File: src/rtl/letter_tx_queue_if.sv
// letter_tx_queue_if: push side, transmitter handshake and status bundle for letter_tx_queue
interface letter_tx_queue_if #(parameter int DEPTH = 32);
  logic                    data_valid_in;
  logic [4:0]              data_in;
  logic                    flush_in;
  logic                    tx_busy_in;
  logic                    tx_valid_out;
  logic [4:0]              tx_data_out;
  logic [$clog2(DEPTH):0]  count_out;
  logic                    full_out;
  logic                    empty_out;
  logic [15:0]             drop_count_out;
  modport slave (
    input  data_valid_in, data_in, flush_in, tx_busy_in,
    output tx_valid_out, tx_data_out, count_out, full_out, empty_out, drop_count_out
  );
  modport master (
    output data_valid_in, data_in, flush_in, tx_busy_in,
    input  tx_valid_out, tx_data_out, count_out, full_out, empty_out, drop_count_out
  );
endinterface

File: src/rtl/letter_tx_queue.sv
// letter_tx_queue: letter FIFO feeding an IR transmitter with inter-letter gap; drop counter enabled by LETTER_TXQ_DROP_COUNT_EN
module letter_tx_queue #(
  parameter int DEPTH      = 32,
  parameter int GAP_CYCLES = 1000
) (
  input logic             clk_in,
  input logic             rst_in,
  letter_tx_queue_if.slave q
);
  localparam int AW = $clog2(DEPTH);
  localparam int CW = AW + 1;
  localparam int GW = $clog2(GAP_CYCLES + 2);

  typedef enum logic [2:0] {IDLE, ISSUE, WAIT_BUSY, WAIT_DONE, GAP} state_t;

  state_t          state, nxt;
  logic [4:0]      mem [DEPTH];
  logic [AW-1:0]   wr_ptr, rd_ptr;
  logic [CW-1:0]   count_nxt;
  logic [GW-1:0]   gap_cnt;
  logic            legal, push, pop;

  assign legal     = q.data_valid_in && q.data_in <= 5'd25 && !q.flush_in;
  assign pop       = state == WAIT_BUSY && q.tx_busy_in && !q.flush_in;
  assign push      = legal && (!q.full_out || pop);
  assign count_nxt = q.flush_in ? '0 : q.count_out + CW'(push) - CW'(pop);
  assign q.tx_valid_out = state == ISSUE;

  // letter storage, deliberately left out of reset
  always_ff @(posedge clk_in)
    if (push) mem[wr_ptr] <= q.data_in;

  // pointers and registered occupancy flags, all derived from the same next count
  always_ff @(posedge clk_in or posedge rst_in)
    if (rst_in) begin
      wr_ptr      <= '0;
      rd_ptr      <= '0;
      q.count_out <= '0;
      q.full_out  <= 1'b0;
      q.empty_out <= 1'b1;
    end else begin
      wr_ptr      <= q.flush_in ? '0 : wr_ptr + AW'(push);
      rd_ptr      <= q.flush_in ? '0 : rd_ptr + AW'(pop);
      q.count_out <= count_nxt;
      q.full_out  <= count_nxt == CW'(DEPTH);
      q.empty_out <= count_nxt == '0;
    end

  // transmit FSM state, gap timer and issued-letter latch
  always_ff @(posedge clk_in or posedge rst_in)
    if (rst_in) begin
      state         <= IDLE;
      gap_cnt       <= '0;
      q.tx_data_out <= '0;
    end else begin
      state   <= nxt;
      gap_cnt <= state == GAP ? gap_cnt + GW'(1) : '0;
      if (state == IDLE && nxt == ISSUE) q.tx_data_out <= mem[rd_ptr];
    end

  // transmit FSM next state; a flush before the pop abandons the letter
  always_comb begin
    nxt = state;
    case (state)
      IDLE:      nxt = (!q.empty_out && !q.tx_busy_in && !q.flush_in) ? ISSUE : IDLE;
      ISSUE:     nxt = q.flush_in ? IDLE : WAIT_BUSY;
      WAIT_BUSY: nxt = q.flush_in ? IDLE : q.tx_busy_in ? WAIT_DONE : WAIT_BUSY;
      WAIT_DONE: nxt = q.tx_busy_in ? WAIT_DONE : (GAP_CYCLES == 0) ? IDLE : GAP;
      GAP:       nxt = (gap_cnt == GW'(GAP_CYCLES - 1)) ? IDLE : GAP;
      default:   nxt = IDLE;
    endcase
  end

`ifdef LETTER_TXQ_DROP_COUNT_EN
  logic drop;
  assign drop = legal && q.full_out && !pop;

  // saturating count of legal pushes lost to a full queue
  always_ff @(posedge clk_in or posedge rst_in)
    if (rst_in) q.drop_count_out <= '0;
    else if (drop && q.drop_count_out != 16'hFFFF) q.drop_count_out <= q.drop_count_out + 16'd1;
`else
  assign q.drop_count_out = '0;
`endif
endmodule
File: src/flat_wrapper.sv
// flat-port wrapper written by rule: the top's interface ports become plain ports
module letter_tx_queue_flat 
#(
  parameter int DEPTH      = 32,
  parameter int GAP_CYCLES = 1000
)
  (clk_in, rst_in, q_data_valid_in, q_data_in, q_flush_in, q_tx_busy_in, q_tx_valid_out, q_tx_data_out, q_count_out, q_full_out, q_empty_out, q_drop_count_out);
  letter_tx_queue_if #(.DEPTH(DEPTH)) q_i ();
  input logic clk_in;
  input logic rst_in;
  input wire logic [$bits(q_i.data_valid_in)-1:0] q_data_valid_in;
  input wire logic [$bits(q_i.data_in)-1:0] q_data_in;
  input wire logic [$bits(q_i.flush_in)-1:0] q_flush_in;
  input wire logic [$bits(q_i.tx_busy_in)-1:0] q_tx_busy_in;
  output wire logic [$bits(q_i.tx_valid_out)-1:0] q_tx_valid_out;
  output wire logic [$bits(q_i.tx_data_out)-1:0] q_tx_data_out;
  output wire logic [$bits(q_i.count_out)-1:0] q_count_out;
  output wire logic [$bits(q_i.full_out)-1:0] q_full_out;
  output wire logic [$bits(q_i.empty_out)-1:0] q_empty_out;
  output wire logic [$bits(q_i.drop_count_out)-1:0] q_drop_count_out;
  assign q_i.data_valid_in = q_data_valid_in;
  assign q_i.data_in = q_data_in;
  assign q_i.flush_in = q_flush_in;
  assign q_i.tx_busy_in = q_tx_busy_in;
  assign q_tx_valid_out = q_i.tx_valid_out;
  assign q_tx_data_out = q_i.tx_data_out;
  assign q_count_out = q_i.count_out;
  assign q_full_out = q_i.full_out;
  assign q_empty_out = q_i.empty_out;
  assign q_drop_count_out = q_i.drop_count_out;
  letter_tx_queue #(.DEPTH(DEPTH), .GAP_CYCLES(GAP_CYCLES)) u_core (.clk_in(clk_in), .rst_in(rst_in), .q(q_i));
endmodule
File: config.mk
export PLATFORM = sky130hd
export DESIGN_NAME = letter_tx_queue_flat
export DESIGN_NICKNAME = d
export VERILOG_FILES = /design/src/rtl/letter_tx_queue_if.sv /design/src/rtl/letter_tx_queue.sv /design/src/flat_wrapper.sv
export SDC_FILE = /design/constraint.sdc
export NUM_CORES = 1
export LEC_CHECK = 0
export CORE_MARGIN = 3
export CORE_UTILIZATION = 64
export DETAILED_ROUTE_END_ITERATION = 10
export PLACE_DENSITY = 0.85
export SETUP_SLACK_MARGIN = 0.15
export SLEW_MARGIN = 10
export SYNTH_ARGS = -nofsm -noshare
export SYNTH_HDL_FRONTEND = slang
export SYNTH_SLANG_ARGS = --single-unit
File: constraint.sdc
create_clock -name clk_in -period 3.8 [get_ports clk_in]
set_input_delay 0.57 -clock clk_in [delete_from_list [all_inputs] [get_ports clk_in]]
set_output_delay 0.57 -clock clk_in [all_outputs]
set_load 0.05 [all_outputs]
[Word level (Yosys, flattened, before mapping)]
Memories as Yosys holds them, arrays and structs flattened. A register that Yosys moved wholly into a read port is not among the register bits.
Cells that the tools add are included.
Operators by class
  reductions and logical operators: 15
  eq/ne operators: 7
  muxes and demuxes: 13
  $lt $le $gt $ge: 1
  add/subtract/negate cells: 5
Operators with widths (number)
  3-bit one-hot mux with 5 select lines: 1
  10-bit by 1-bit adder with 10-bit output, second input constant: 1
  5-bit by 1-bit adder with 5-bit output: 2
  10-bit == test, second input constant: 1
  10-bit two-way mux: 1
  5-bit two-way mux: 2
  3-bit two-way mux: 3
  1-bit logical AND: 8
  6-bit by 1-bit adder with 6-bit output: 1
  3-bit by 1-bit == test with 1-bit output, second input constant: 2
  3-bit by 2-bit == test with 1-bit output, second input constant: 2
  6-bit == test, second input constant: 1
  6-bit logical NOT: 1
  6-bit two-way mux: 1
  6-bit by 1-bit subtractor with 6-bit output: 1
  5-bit less-or-equal comparator, second input constant: 1
  1-bit logical NOT: 4
  1-bit two-way mux: 4
  3-bit == test, second input constant: 1
  3-bit logical NOT: 1
  2-bit two-way mux: 1
  1-bit logical OR: 1
Word-level totals
  output and inout bits: 30
  memory bits (writable): 160
  register bits: 31
  memories: 1
  word-level logic and storage cells: 49
Memories
  u_core.mem: words 32, width 5, rd ports 1, clocked after Yosys merged registers in 1, wr ports 1, line letter_tx_queue.sv:17  | logic [4:0] mem [DEPTH];

[Depth between registers and ports, before layout]
  word-level depth: 9
  gate-level depth with buffers: 12
  depth with buffers taken out: 11

[Least setup slack after synthesis]
No wires, ideal clock.
  path type: input port to flip-flop
  start point: input port q_flush_in
  end point: register u_core.q.full_out
  path buffers: 0
  arrival time: 2.523 ns
  setup slack: 1.204 ns
  required time: 3.727 ns
  library setup time: 0.073 ns
  stages on the path: 10
  cell sequence: nor4_1 -> ha_1 -> inv_1 -> ha_1 -> fa_1 -> a21o_1 -> a21oi_1 -> xor2_1 -> a41oi_1 -> nor2b_1
On the way
  longest elaborated chain between the ends: 8
  elaborated cells between the ends (all ways): 9
  classes of those cells: 2 x add/sub; 1 x eq/ne; 1 x mux; 5 x reduce/logical
Ends and longest elaborated chain
  from (decl): line flat_wrapper.sv:13  | input wire logic [$bits(q_i.flush_in)-1:0] q_flush_in;
  1-bit logical NOT: line letter_tx_queue.sv:23, letter_tx_queue.sv:24
  1-bit logical AND: line letter_tx_queue.sv:24  | assign pop = state == WAIT_BUSY && q.tx_busy_in && !q.flush_in;
  1-bit logical OR: line letter_tx_queue.sv:25  | assign push = legal && (!q.full_out || pop);
  1-bit logical AND: line letter_tx_queue.sv:25
  6-bit by 1-bit adder with 6-bit output: line letter_tx_queue.sv:26  | assign count_nxt = q.flush_in ? '0 : q.count_out + CW'(push) - CW'(pop);
  6-bit by 1-bit subtractor with 6-bit output: line letter_tx_queue.sv:26
  6-bit two-way mux *: line letter_tx_queue.sv:26
  6-bit == test *: line letter_tx_queue.sv:45  | q.full_out <= count_nxt == CW'(DEPTH);
  to (signal assigned): line letter_tx_queue.sv:45
  to (decl): line letter_tx_queue_if.sv:15  | output tx_valid_out, tx_data_out, count_out, full_out, empty_out, drop_count_out
Mark *: on every way between the ends. The rest lies on a longest branch, timed or not.

[Worst setup path in the final report]
  start point: input port q_tx_busy_in
  end point: memory u_core.mem[23][3], enable pin
On the way
  longest elaborated chain between the ends: 6
Ends and longest elaborated chain
  from (decl): line flat_wrapper.sv:14  | input wire logic [$bits(q_i.tx_busy_in)-1:0] q_tx_busy_in;
  1-bit logical AND (2 in series): line letter_tx_queue.sv:24
  1-bit logical OR: line letter_tx_queue.sv:25
  1-bit logical AND: line letter_tx_queue.sv:25
  1-bit two-way mux: line letter_tx_queue.sv:31  | if (push) mem[wr_ptr] <= q.data_in;
  1-bit two-way mux (not written as such): line letter_tx_queue.sv:31
  to (decl): line letter_tx_queue.sv:17
Every way passes these cells.

==> qor.yml <==
logic_synthesis:
  yosys.cell_types.count: 45
  yosys_most_used_dff: "edfxtp_1"
  syn_area_per_cell_um2: 17.15
  synthSimpleGateAreaFrac: 0.06667
  synthArstFlopShare: 0.1837
  synth-adder-area-share: 0.01935
  synth_cells: 475
  synth_compound_area_frac: 0.02611
  ys_warn_count: 0
  synth_seq_cells: 196
  ys_seq_area_frac: 0.7006
  synth_xor_area_frac: 0.01720
  syn_area_um2: 8145
  synth.area.mux_share: 0.1375
  synth_edf_count: 160
  synth_top_family_by_area: "multiplexers"
power_and_ir_drop:
  p_per_area_nw_per_um2: 582.5
  switchingPower_w: 0.001456
  p_sw_frac: 0.2741
  peakVddDrop_mv: 0.4816
  p_total_w: 0.005313
  leakage_nw: 3.034
  power_frac_comb: 0.174
  clkPwrFrac: 0.355
  seq_power_share: 0.470
  intPower_w: 0.003857
timing:
  post-route-period-util: 0.8032
  setup_viol: 0
  timing.fmax_mhz: 327.6
  slew_headroom: 0.3181
  finClkSkew_ps: 8.878
  tightest_slew_ps: 1023
  hold_viol: 0
  final.min_clock_period_ps: 3052
  rsz0062_at_grt: "no"
  drv_slew: 0
  tns_ps: 0
global_routing:
  grt_pass1_vias: 4495
  grt_use_total: 0.2520
  grt-ovfl-total: 0
  grt_max_degree: 37
  grt_pass1_wl_um: 26140
  antenna_found_initial: 0
critical_path:
  worst_setup_path_end_kind: "flop"
  rr_startpoint: "u_core.state[1]"
  reg2reg_depth: 5
  startpoint_type: "primary input"
  crit_required_ps: 3870
  critPathArrivalTime_ps: 3120
  rrSetupSlack_ps: 920
  crit_fanout: 8
  critical_path_class: "primary input to flop"
  timing.rr.end: "u_core.mem[23][3]"
cells_and_area:
  fin_nets: 527
  seq_area_um2: 5708
  drive_gt1_frac: 0.1873
  n_fill_cell: 681
  syn2layout_area_growth_pct: 11.98
  diodes: 0
  layout.cells.non_filler: 686
  multiInputGateArea_um2: 2233
cts:
  insertion_delay_ps: 440
  path_clk_slew_ps: 70
  cts_resized: 0
  cts_sinks: 196
  root_buffer: "clkbuf_16"
  ctsHoldBuffers: 0
  cts_setup_buffers: 0
  cts_buffers: 17
  cts_tree: "built"
  cts_buffer_depth: 2
  htreeDepth: 4
floorplan:
  pin_count: 40
  num_rows: 40
  core-area_um2: 12210
  fp.dieArea_um2: 14120
  die_height_um: 118.8
  initial_core_util: 0.6670
  die_x_um: 118.8
min_path:
  min-delay-start: "u_core.gap_cnt[0]"
  whs_path_depth: 1
  hp-class: "flop to flop"
  min_to: "u_core.gap_cnt[0]"
placement:
  gp_congestion: 0.8256
  dp_hpwl_um: 10260
  io_buffers: 23
  dp_cells: 654
detailed_routing:
  dr_total_vias: 4451
  ant_nets: 0
  vias_per_cell: 6.488
  drc: 0
  routed_wl_um: 16620
  dr.first_iter.drc_count: 530
  dr.pass1.iters: 5
  routedWlPerCell_um: 24.22
run_status:
  status: "complete, no violations"
flow_run:
  drv_cap: 0
critical path, stage by stage:
cell and delay, ps:
clkdlybuf4s50_1 570, nand2_1 130, nor4_1 420, o2111a_1 370, nand3_1 450, nor2_1 600
final cells by class:
type,count,area share
multi-input cells,246,0.2449
clock buffers,17,0.04664
clock inverters,15,0.02263
well taps,168,0.02305
flip-flops and latches,196,0.6258
repair buffers,32,0.03210
inverters,12,0.004938
power groups by stage:
stage                     logic [W]  registers, W  clock network [W]
after global placement     0.000878       0.00253                  0
after detailed placement   0.000907       0.00254                  0
after global routing       0.000990       0.00251            0.00199
final                      0.000927       0.00250            0.00189
after floorplan            0.000497       0.00270                  0
after CTS                  0.000923       0.00250            0.00190
synthesized netlist by cell type, types with 2 or more instances:
| library cell | number | share of area |
|---|---|---|
| nand2_1 | 6 | 0.0028 |
| edfxtp_1 | 160 | 0.59 |
| a31oi_1 | 2 | 0.0015 |
| or3_1 | 5 | 0.0038 |
| buf_4 | 18 | 0.017 |
| nor4_1 | 3 | 0.0023 |
| nor2b_1 | 8 | 0.0061 |
| mux2_2 | 5 | 0.0069 |
| xnor2_1 | 7 | 0.0075 |
| nor2_1 | 62 | 0.029 |
| o22ai_1 | 5 | 0.0038 |
| o21ai_0 | 4 | 0.0025 |
| and3_1 | 2 | 0.0015 |
| a21o_1 | 2 | 0.0018 |
| a21oi_1 | 16 | 0.0098 |
| clkbuf_1 | 9 | 0.0041 |
| or3b_2 | 2 | 0.0022 |
| mux2i_1 | 5 | 0.0061 |
| inv_1 | 12 | 0.0055 |
| mux4_2 | 45 | 0.12 |
| buf_1 | 3 | 0.0014 |
| xor2_1 | 9 | 0.0097 |
| nand3b_1 | 5 | 0.0046 |
| nand3_1 | 11 | 0.0068 |
| ha_1 | 11 | 0.017 |
| dfrtp_1 | 35 | 0.11 |
| buf_2 | 5 | 0.0031 |
metrics by stage:
step | area [um2] | hold slack (ps) | utilization | setup slack (ps)
2_1_floorplan | 8202 | 432.9 | - | 1204
3_3_place_gp | 8494 | 445.7 | 0.6956 | 505.3
3_5_place_dp | 8494 | 464.2 | 0.6956 | 363.6
4_1_cts | 9126 | 472.9 | 0.7473 | 810.1
5_1_grt | 9121 | 494.5 | 0.7469 | 573.8
6_report | 9121 | 469.8 | 0.7469 | 747.7
cell families after synthesis:
logic type,Yosys count
flip-flops,196
adder cells (fa/ha/maj),12
AO/OA/AOI/OAI,35
AND/OR/NAND/NOR,112
XOR/XNOR,16
other,1
buffers and inverters,48
multiplexers,55
worst max path at each step:
stage	startpoint	to
4_1_cts	q_tx_busy_in	u_core.mem[27][1]
2_1_floorplan	q_flush_in	u_core.q.full_out
3_3_place_gp	q_tx_busy_in	u_core.q.full_out
5_1_grt	q_tx_busy_in	u_core.q.full_out
6_report	q_tx_busy_in	u_core.mem[23][3]
3_5_place_dp	q_tx_busy_in	u_core.mem[31][4]
state kept, by name, summed over array words and instances (netlist names):
| name | cells |
|---|---|
| u_core.q.empty_out | 1 |
| u_core.q.tx_data_out | 5 |
| u_core.q.count_out | 6 |
| u_core.state | 3 |
| u_core.mem | 160 |
| u_core.wr_ptr | 5 |
| u_core.gap_cnt | 10 |
| u_core.q.full_out | 1 |
| u_core.rd_ptr | 5 |
cell usage in the layout, fill, tap and decap left out, types with 2 or more instances in the layout:
master           synthesis  layout
conb_1                   1      16
a31oi_1                  2       2
inv_6                    0       2
mux2_2                   5       5
nor2_1                  62      62
ha_1                    11      11
clkdlybuf4s50_1          0      22
xnor2_1                  7       7
nand3_1                 11      11
mux2i_1                  5       5
o22ai_1                  5       5
or3b_2                   2       2
xor2_1                   9       9
clkinvlp_4               0       4
buf_4                   18       9
clkbuf_16                0      17
clkinv_4                 0       4
nor4_1                   3       3
or3_1                    5       5
a21oi_1                 16      16
dfrtp_1                 35      34
edfxtp_1               160     160
bufinv_16                0       4
nand3b_1                 5       5
inv_1                   12      12
and3_1                   2       2
nor2b_1                  8       8
o21ai_0                  4       4
a21o_1                   2       2
nand2_1                  6       6
mux4_2                  45      45
layer usage:
metal,track usage,up-vias,part of all wire
li1,-,1866,-
met1,0.3351,2305,0.38
met2,0.4160,249,0.52
met3,0.06363,31,0.070
met4,0.08255,0,0.022
met5,0,-,0
Note: power is estimated with default switching activity, not from simulation.
